--- src/rtl/stage_ram_arbiter.sv ---
// stage_ram_arbiter
// Shares the single-port stage RAM between the VGA display fetch and
// game-logic read/write requests. The even phase of every pixel period is
// reserved for the display during active video; every other cycle serves
// the request queue in strict arrival order.
//
// Ports
//   Clk, Reset              system clock, synchronous active-high reset
//   DrawX, DrawY, vid_on    raster position / active-video from vga_controller
//   req_valid/ready/we/addr/wdata   game-logic request channel
//   rsp_valid, rsp_rdata    one-cycle read-data strobe
//   oob_flag                sticky: an out-of-range request was accepted
//   ram_addr/data/wren/q    stage_ram port (q valid one cycle after address)
//   pixel_index             colour index to color_mapper
`timescale 1ns/1ps
module stage_ram_arbiter #(
  parameter int H_RES      = 640,
  parameter int V_RES      = 480,
  parameter int ADDR_W     = 19,
  parameter int DATA_W     = 2,
  parameter int FIFO_DEPTH = 4
) (
  input  logic              Clk,
  input  logic              Reset,
  input  logic [9:0]        DrawX,
  input  logic [9:0]        DrawY,
  input  logic              vid_on,
  input  logic              req_valid,
  output logic              req_ready,
  input  logic              req_we,
  input  logic [ADDR_W-1:0] req_addr,
  input  logic [DATA_W-1:0] req_wdata,
  output logic              rsp_valid,
  output logic [DATA_W-1:0] rsp_rdata,
  output logic              oob_flag,
  output logic [ADDR_W-1:0] ram_addr,
  output logic [DATA_W-1:0] ram_data,
  output logic              ram_wren,
  input  logic [DATA_W-1:0] ram_q,
  output logic [DATA_W-1:0] pixel_index
);

  localparam int                PTR_W    = (FIFO_DEPTH > 1) ? $clog2(FIFO_DEPTH) : 1;
  localparam logic [PTR_W:0]    CNT_FULL = (PTR_W+1)'(FIFO_DEPTH);
  localparam logic [ADDR_W-1:0] NPIX     = ADDR_W'(H_RES * V_RES);
  localparam logic [ADDR_W-1:0] H_RES_A  = ADDR_W'(H_RES);
  localparam logic [9:0]        H_LIM    = 10'(H_RES);
  localparam logic [9:0]        V_LIM    = 10'(V_RES);

  function automatic logic [ADDR_W-1:0] pix_addr(input logic [9:0] x, input logic [9:0] y);
    return ADDR_W'(y) * H_RES_A + ADDR_W'(x);
  endfunction

  // Request queue storage (data only, never reset)
  logic              fifo_we_q    [FIFO_DEPTH];
  logic [ADDR_W-1:0] fifo_addr_q  [FIFO_DEPTH];
  logic [DATA_W-1:0] fifo_wdata_q [FIFO_DEPTH];

  logic [PTR_W-1:0]  wr_ptr_q, rd_ptr_q;
  logic [PTR_W:0]    cnt_q, cnt_d;
  logic              ph_q;
  logic              oob_q;

  logic              rd_vld_p1_q, rd_oob_p1_q;
  logic              pix_cap_p1_q, pix_act_p1_q;
  logic              rsp_valid_q;
  logic [DATA_W-1:0] rsp_rdata_q;
  logic [DATA_W-1:0] pixel_q;

  logic              disp_act, disp_slot;
  logic              empty, full, push, pop;
  logic              head_we, head_oob;
  logic [ADDR_W-1:0] head_addr;
  logic [DATA_W-1:0] head_wdata;
  logic              issue_rd;

  // Stage p0: slot decision and RAM issue
  always_comb begin
    disp_act   = vid_on && (DrawX < H_LIM) && (DrawY < V_LIM);
    disp_slot  = !ph_q && disp_act;
    empty      = (cnt_q == '0);
    full       = (cnt_q == CNT_FULL);
    push       = req_valid && !full;
    pop        = !disp_slot && !empty;
    head_we    = fifo_we_q[rd_ptr_q];
    head_addr  = fifo_addr_q[rd_ptr_q];
    head_wdata = fifo_wdata_q[rd_ptr_q];
    head_oob   = (head_addr >= NPIX);
    // Out-of-range reads still owe a response, just with no RAM access.
    issue_rd   = pop && !head_we;

    cnt_d = cnt_q;
    if (push && !pop) begin
      cnt_d = cnt_q + (PTR_W+1)'(1);
    end else if (!push && pop) begin
      cnt_d = cnt_q - (PTR_W+1)'(1);
    end

    ram_addr = '0;
    ram_data = '0;
    ram_wren = 1'b0;
    if (disp_slot) begin
      ram_addr = pix_addr(DrawX, DrawY);
    end else if (pop && !head_oob) begin
      ram_addr = head_addr;
      ram_wren = head_we;
      ram_data = head_we ? head_wdata : '0;
    end
  end

  always_ff @(posedge Clk) begin
    if (push) begin
      fifo_we_q[wr_ptr_q]    <= req_we;
      fifo_addr_q[wr_ptr_q]  <= req_addr;
      fifo_wdata_q[wr_ptr_q] <= req_wdata;
    end
  end

  always_ff @(posedge Clk) begin
    if (Reset) begin
      ph_q         <= 1'b0;
      wr_ptr_q     <= '0;
      rd_ptr_q     <= '0;
      cnt_q        <= '0;
      oob_q        <= 1'b0;
      rd_vld_p1_q  <= 1'b0;
      rd_oob_p1_q  <= 1'b0;
      pix_cap_p1_q <= 1'b0;
      pix_act_p1_q <= 1'b0;
      rsp_valid_q  <= 1'b0;
      rsp_rdata_q  <= '0;
      pixel_q      <= '0;
    end else begin
      ph_q  <= ~ph_q;
      cnt_q <= cnt_d;
      if (push) begin
        wr_ptr_q <= wr_ptr_q + PTR_W'(1);
      end
      if (pop) begin
        rd_ptr_q <= rd_ptr_q + PTR_W'(1);
      end
      if (push && (req_addr >= NPIX)) begin
        oob_q <= 1'b1;
      end

      // Stage p1: RAM output becomes valid; remember what was issued
      rd_vld_p1_q  <= issue_rd;
      rd_oob_p1_q  <= head_oob;
      pix_cap_p1_q <= !ph_q;
      pix_act_p1_q <= disp_act;

      // Stage p2: capture RAM output into response / pixel registers
      rsp_valid_q <= rd_vld_p1_q;
      if (rd_vld_p1_q) begin
        rsp_rdata_q <= rd_oob_p1_q ? '0 : ram_q;
      end
      // Even-phase slots that were not display fetches blank the pixel.
      if (pix_cap_p1_q) begin
        pixel_q <= pix_act_p1_q ? ram_q : '0;
      end
    end
  end

  assign req_ready   = !full;
  assign rsp_valid   = rsp_valid_q;
  assign rsp_rdata   = rsp_rdata_q;
  assign oob_flag    = oob_q;
  assign pixel_index = pixel_q;

endmodule
--- config.mk ---
export PLATFORM = sky130hd
export DESIGN_NAME = stage_ram_arbiter
export DESIGN_NICKNAME = d
export VERILOG_FILES = /design/src/rtl/stage_ram_arbiter.sv
export SDC_FILE = /design/constraint.sdc
export NUM_CORES = 1
export LEC_CHECK = 0
export ABC_CLOCK_PERIOD_IN_PS = 9130
export CORE_UTILIZATION = 35
export CTS_BUF_LIST = sky130_fd_sc_hd__clkbuf_2 sky130_fd_sc_hd__clkbuf_4 sky130_fd_sc_hd__clkbuf_8
export DETAILED_ROUTE_END_ITERATION = 16
export RECOVER_POWER = 50
export REMOVE_ABC_BUFFERS = 1
export SYNTH_ARGS = -nofsm -noshare
export SYNTH_HDL_FRONTEND = slang
export SYNTH_SLANG_ARGS = --single-unit
--- constraint.sdc ---
create_clock -name Clk -period 9.13 [get_ports Clk]
set_clock_uncertainty 0.2 [all_clocks]
set_input_delay 1.826 -clock Clk [delete_from_list [all_inputs] [get_ports Clk]]
set_output_delay 1.826 -clock Clk [all_outputs]
set_load 0.01 [all_outputs]
# [Yosys cells after proc, flatten, opt, wreduce, memory -nomap -nowiden]
# Memories as Yosys holds them, arrays and structs flattened. A register that Yosys moved wholly into a read port is not among the register bits.
# Index checks and enable logic that the tools add are counted.
[totals] output_inout_bits=29 mem_bits_ro=0 register_bits=18 wordCells=66 memories=3 mem_bits_rw=88 latchBits=0 in_bits=48
[memory_table] memory="fifo_addr_q" words=4 width=19 rd=1 rd_ports_with_merged_regs=1 wr=1 line="56" source="logic [ADDR_W-1:0] fifo_addr_q [FIFO_DEPTH];"
[memory_table] memory="fifo_wdata_q" words=4 width=2 rd=1 rd_ports_with_merged_regs=1 wr=1 line="57" source="logic [DATA_W-1:0] fifo_wdata_q [FIFO_DEPTH];"
[memory_table] memory="fifo_we_q" words=4 width=1 rd=1 rd_ports_with_merged_regs=1 wr=1 line="55" source="logic fifo_we_q [FIFO_DEPTH];"
[classes] shift=0 n_eq_ne=1 n_mux=19 add_sub_neg=5 div_mod_pow=0 order_cmp=4 reduce_logical=20 n_bitwise=1 n_mul=1
[ops] cell="$ge A19 B19 Y1 const B" n=2
[ops] cell="$mux W19" n=2
[ops] cell="$mux W2" n=11
[ops] cell="$add A19 B10 Y19" n=1
[ops] cell="$mul A10 B3 Y12 const B" n=1
[ops] cell="$logic_and A1 B1 Y1" n=10
[ops] cell="$lt A10 B10 Y1 const B" n=1
[ops] cell="$lt A10 B9 Y1 const B" n=1
[ops] cell="$logic_not A1 Y1" n=8
[ops] cell="$mux W3" n=2
[ops] cell="$add A2 B1 Y2 const B" n=2
[ops] cell="$mux W1" n=4
[ops] cell="$add A3 B1 Y3 const B" n=1
[ops] cell="$eq A3 B3 Y1 const B" n=1
[ops] cell="$logic_not A3 Y1" n=1
[ops] cell="$sub A3 B1 Y3 const B" n=1
[ops] cell="$reduce_bool A2 Y1" n=1
[ops] cell="$not A1 Y1" n=1

# [Logic depth before layout (Yosys ltp)]
# Gate-level depths: netlist of run 1.
[depth] depth_word=9 depth_mapped=10 depth_no_buf=10

# [Worst setup path before layout of run 1]
# OpenSTA, ideal clock, no wires.
[synth_path] path_kind="input to output" start="input port DrawY[1]" end="output port ram_addr[18]" path_buffers=0 required_ns=7.104 path_stages=9 slack_ns=3.171 arrival_time_ns=3.933 cell_sequence="ha_1 -> ha_1 -> fa_1 -> a211oi_1 -> nor2_1 -> o211ai_1 -> nand4_1 -> xnor2_1 -> a22o_1"
[synth_between] elab_chain_cells=8 elab_cells_between_ends=10 classes_between="add/sub: 1; mul: 1; order compare: 1; mux: 2; reduce/logical: 5"
[synth_lines] element="start: declaration" line="26" source="input logic [9:0] DrawY,"
[synth_lines] element="parallel branches: the longest is 7 deep, another holds $add A19 B10 Y19"
[synth_lines] element="$mux W19 *" line="102" source="if (disp_slot) begin"
[synth_lines] element="end: declaration" line="36" source="output logic [ADDR_W-1:0] ram_addr,"
# Mark *: on every way between the ends.

# [Worst setup path after layout of run 1]
# Same ends and word-level chain as after synthesis.

==> metrics.txt, run 1 <==
LEAKAGE=2.14 nW; drt first pass iters=4; number of flops mapped to enable cells by yosys=between 80 and 90; initial core utilization=0.359; Synth Register Bits=107; Max-Cap Viols=0; Post-Layout Cell Count=approximately 600; Syn Area/Cell=15.6 um2; gr usage total=0.143; unrepaired setup endpoints after global routing=no; final worst setup slack=1.93 ns; r2r startpoint=cnt_q[0]; pwr dens=234 nW/um2; post-synthesis async set-or-reset flop share=0; Seq/Total Area, Yosys=0.604; ys flop type=edfxtp_1; final setup violation count=0; Iteration-0 DRC Markers=155; pin count of the biggest net entering global routing=23; post-layout min period=7.20 ns; Via density=5.09; Cells after Synth=320; final max-slew violation count=0; I/O Buffers=76; H-tree depth=3; number of remaining DRC errors=0; Root Buffer=clkbuf_8; Vias=2994; ratio of cells with drive above 1 in the final layout=0.0931; worst-margin pin slew=1.48 ns; diode count=0; post_cts resized=0; CTS tree=built; Post-CTS Setup Bufs=0; synth-to-layout area growth=23.0%; Num Clock Sinks=107; largest area contributor in the netlist=edfxtp_1; Synth Cell Area=5000 um2; Fin. Hold Viols=0; synth unique cells=55; Max Fclk=139 MHz; gr ovfl total=0; routed length per instance=16.7 um; die width=122 um; first-pass GRT wire length=between 15000 and 20000 um; Ports=between 70 and 80; clk_lat worst skew=0.36 ns; worst hold path class=reg -> reg; nets=478; Synth top cells by count=edfxtp_1, ha_1, dfxtp_1; CP Data Arrival Time=~5.2 ns; die area=14800 um2; placed insts=572; status=finished clean; initial antenna violation count=0; WL final=9820 um; # rows=43; min-delay src=pixel_index[0]; Critical Path Max Stage Delay=0.56 ns; Crit-path slowest cell=clkdlybuf4s50_1; Max VDD drop=between 0.1 and 0.15 mV; area of the multi-input gates=1870 um2; Worst Path Max Fanout=3; slew margin rel.=0.0138; register area=3020 um2; top cell type's share of synthesized area=0.528; clock-pin slew of the registers on the worst-case setup and hold paths=0.09 ns; synth top area cells=edfxtp_1, dfxtp_1, ha_1, mux4_2, mux4_1; Die Ht=roughly 120 um; core area=13900 um2; Detailed Place HPWL=approximately 6800 um; crit path from=DrawY[1]; global placement routability congestion=0.811; count leader, synth=edfxtp_1; Startpoint Class=input pin; cts bufs inserted=9; post-route antenna net violation count=0; fin crit share=0.788; Clock Path Buffers=2; WS Path Type=in -> out; CTS Hold Bufs=0; CP endpoint kind=output pin; total negative setup slack=0 ns; vias in the first global route=3014; Critical Path RT=7.10 ns; pre-CTS setup slack=approximately 1.9 ns; Cell Chain, Critical Path=clkdlybuf4s50_1, ha_1, ha_1, fa_1, xor2_1, nand4_1, nor4_1, nand4_1, xnor2_1, a22o_1, clkdlybuf4s50_1; FILL cells=~1.2k; Syn. warnings=0
==> path summary, 6_finish.rpt <==
path | endpoint | slack (ns) | cells after the start
worst min-delay path | pixel_index[0] | 0.27 | 2
worst max register to register | fifo_wdata_q[3][1] | 6.67 | 4
worst max-delay path | ram_addr[18] | 1.93 | 11
worst min register to register | pixel_index[0] | 0.27 | 2
==> critical path: cells and delay by family <==
kind / cells / cell delay [ns]
fa+ha+maj: 3 / 0.99
buf+inv: 2 / 1.02
xor+xnor: 2 / 0.45
compound gates: 1 / 0.15
simple gates: 3 / 0.74
==> layout by cell type, fill, tap and decap left out, types with 3 or more instances in the layout <==
master / instances
xor2_1: 5
a211o_1: 3
and2_1: 4
a21oi_1: 10
edfxtp_1: 88
buf_4: 6
nand4_1: 4
o21a_1: 3
nor3_1: 4
fa_1: 3
nand3_1: 3
nor4_1: 3
nand2b_1: 6
a21o_1: 3
a22o_1: 18
nand2_1: 4
nor2_1: 18
inv_1: 9
and3_1: 5
mux4_1: 10
mux4_2: 12
nor2b_1: 5
clkdlybuf4s50_1: 52
dfxtp_1: 19
dlygate4sd3_1: 24
xnor2_1: 9
clkbuf_8: 9
ha_1: 24
==> report_power, final <==
group          internal (mW)  switching [mW]  leakage (nW)
registers              0.589          0.0200         0.963
clock network          0.126           0.151        0.0989
logic                  0.288           0.268          1.08
total                   1.00           0.439          2.14
==> state kept, by name (all words and copies together), names as in the netlist, named ones only <==
signal        flops
wr_ptr_q          2
fifo_we_q         4
pix_act_p1_q      1
rd_vld_p1_q       1
ph_q              1
rd_ptr_q          2
cnt_q             3
oob_flag          1
fifo_addr_q      76
fifo_wdata_q      8
pixel_index       2
rsp_rdata         2
rd_oob_p1_q       1
rsp_valid         1
==> layer usage <==
layer  part of all wire  track usage
met1               0.45        0.186
met2               0.49        0.235
met3              0.054       0.0360
met4              0.012       0.0440
met5                  0            0
==> metrics by stage <==
| stage | hold slack (ns) | power [mW] | area, um2 | util |
|---|---|---|---|---|
| floorplan | 0.240 | 0.960 | 4930 | - |
| global placement | 0.255 | 1.18 | 5970 | 0.429 |
| detailed placement | 0.264 | 1.19 | 5970 | 0.429 |
| CTS | 0.278 | 1.46 | 6160 | 0.442 |
| global route | 0.295 | 1.53 | 6160 | 0.442 |
| finish | 0.274 | 1.44 | 6160 | 0.442 |
==> final cells by class <==
class,count,share of cell area
clock inverters,7,0.0106
inverters,10,0.00610
repair buffers,83,0.131
well taps,180,0.0366
flip-flops and latches,107,0.491
clock buffers,9,0.0201
multi-input cells,192,0.304
==> logic make-up (layout without fill, tap and decap cells) <==
group | count (synthesis) | after routing | synth area share
flops | 107 | 107 | 0.604
simple gates | 69 | 69 | 0.0765
compound gates | 58 | 58 | 0.0895
fa+ha+maj | 27 | 27 | 0.0720
mux | 24 | 24 | 0.110
buf+inv | 21 | 109 | 0.0230
xor+xnor | 14 | 14 | 0.0245
Power figures use the tool's default switching activity.
==> run 2, diff against run 1 <==
ABC_CLOCK_PERIOD_IN_PS = 6200   (was 9130)
clock period = 6.2 ns   (was 9.13 ns; I/O delays follow)
==> metrics.txt, run 2 (same netlist as run 1, synthesis figures left out) <==
total power draw=between 2 and 2.5 mW; global placement routability congestion=0.807; I/O Buffers=76; die area=14800 um2; Clock Path Buffers=2; largest registers=fifo_addr_q: 76 flops, fifo_wdata_q: 8 flops, fifo_we_q: 4 flops; die width=122 um; clk_lat worst skew=0.37 ns; H-tree depth=3; fin area=between 6000 and 7000 um2; core area=13900 um2; cts bufs inserted=9; pwr dens=341 nW/um2; total negative setup slack=0 ns; Max VDD drop=0.189 mV; worst-margin pin slew=1.50 ns; LEAKAGE=between 2 and 2.5 nW; Via density=5.07; Cell Chain, Critical Path=clkdlybuf4s50_1, ha_1, ha_1, fa_1, a211oi_1, nor2_1, o211ai_1, nand4_1, xnor2_1, a22o_1, clkdlybuf4s50_1; Die Ht=122 um; Top reg by flops=fifo_addr_q; gr ovfl total=0; CP Data Arrival Time=between 4 and 5 ns; Crit-path slowest cell=clkdlybuf4s50_1; fin crit share=0.962; gr usage total=0.147; worst hold path class=reg -> reg; WL final=10100 um; Detailed Place HPWL=6920 um; Ports=77; Worst Path Max Fanout=4; Critical Path Max Stage Delay=0.55 ns; Startpoint Class=input pin; Root Buffer=clkbuf_8; post-route antenna net violation count=0; nets=481; most frequent cells in the layout=edfxtp_1, clkdlybuf4s50_1, ha_1, dlygate4sd3_1, dfxtp_1; commonest non-fill, non-tap cell in the layout=edfxtp_1; final setup violation count=0; initial core utilization=0.359; Largest register FFs=76; Max Fclk=168 MHz; initial antenna violation count=1; pre-CTS setup slack=0.182 ns; Critical Path RT=roughly 4.8 ns; final max-slew violation count=0; vias in the first global route=3135; Iteration-0 DRC Markers=198; synth-to-layout area growth=23.0%; # rows=43; status=finished with violations; number of remaining DRC errors=0; Fin. Hold Viols=0; WS Path Type=in -> out; unrepaired setup endpoints after global routing=no; first-pass GRT wire length=between 15000 and 20000 um; Vias=3002; Post-CTS Setup Bufs=0; Max-Cap Viols=1; pin count of the biggest net entering global routing=23; final core occ=0.442; CTS tree=built; drt first pass iters=4; CP endpoint kind=output pin; slew margin rel.=0.00147; Num Clock Sinks=107; final worst setup slack=about 0.24 ns; ratio of cells with drive above 1 in the final layout=0.0949; post-layout min period=5.96 ns; failing checks=capacitance limit; routed length per instance=17.0 um; clock-pin slew of the registers on the worst-case setup and hold paths=0.11 ns; Placed Area=5990 um2
run 2: cell count changes in the layout (fill, tap and decap cells not counted), sizes merged:
cell      before  now
clkbuf        10   13
inv           12   10
clkinv         4    5
bufinv         1    0
clkinvlp       0    2
diode          0    1
run 2: cell type report:
cell class	count	area, um2
fill	1236	7780
sequential	107	3020
multi-input combinational	192	1880
timing repair buffer	86	821
tap	180	225
clock buffer	9	124
clock inverter	7	45.0
inverter	10	37.5
antenna	1	2.50
run 2: where the power goes:
group / total (mW) / leakage [nW] / switching (mW) / internal (mW)
logic: 0.817 / 1.08 / 0.385 / 0.432
clock network: 0.370 / 0.0803 / 0.226 / 0.144
registers: 0.915 / 0.963 / 0.0452 / 0.869
run 2: path summary, 6_finish.rpt:
path              depth (start not counted)         start  slack (ns)            to
setup / recovery                         11      DrawY[1]        0.24  ram_addr[18]
hold / removal                            2  rsp_rdata[1]        0.28  rsp_rdata[1]
setup reg to reg                          6          flop        3.36   rd_oob_p1_q
hold reg to reg                           2  rsp_rdata[1]        0.28  rsp_rdata[1]
run 2: stage by stage:
| step | std cells | hold WS (ns) |
|---|---|---|
| 4_1_cts | 591 | 0.282 |
| 2_1_floorplan | 309 | 0.240 |
| 3_5_place_dp | 575 | 0.265 |
| 5_1_grt | 592 | 0.295 |
| 6_report | 592 | 0.279 |
| 3_3_place_gp | 575 | 0.255 |
run 2: timing repair:
| action | 4_1_cts | 5_1_grt |
|---|---|---|
| hold buffers | 0 | 0 |
| setup endpoints to repair | 0 | 1 |
| resized for setup | 0 | 1 |
run 2: critical path: cells and delay by family:
kind / cells / cell delay (ns)
XOR/XNOR: 1 / 0.19
AO/OA/AOI/OAI: 3 / 0.82
buffers and inverters: 2 / 1.00
adder cells (fa/ha/maj): 3 / 0.97
AND/OR/NAND/NOR: 2 / 0.32
run 2: per-layer routing:
layer	global-route usage	vias to the layer above	wire length (um)
met1	0.198	1455	4650
met5	0	-	0
met2	0.238	84	4690
met4	0.0463	0	99
met3	0.0295	9	654
li1	-	1454	-
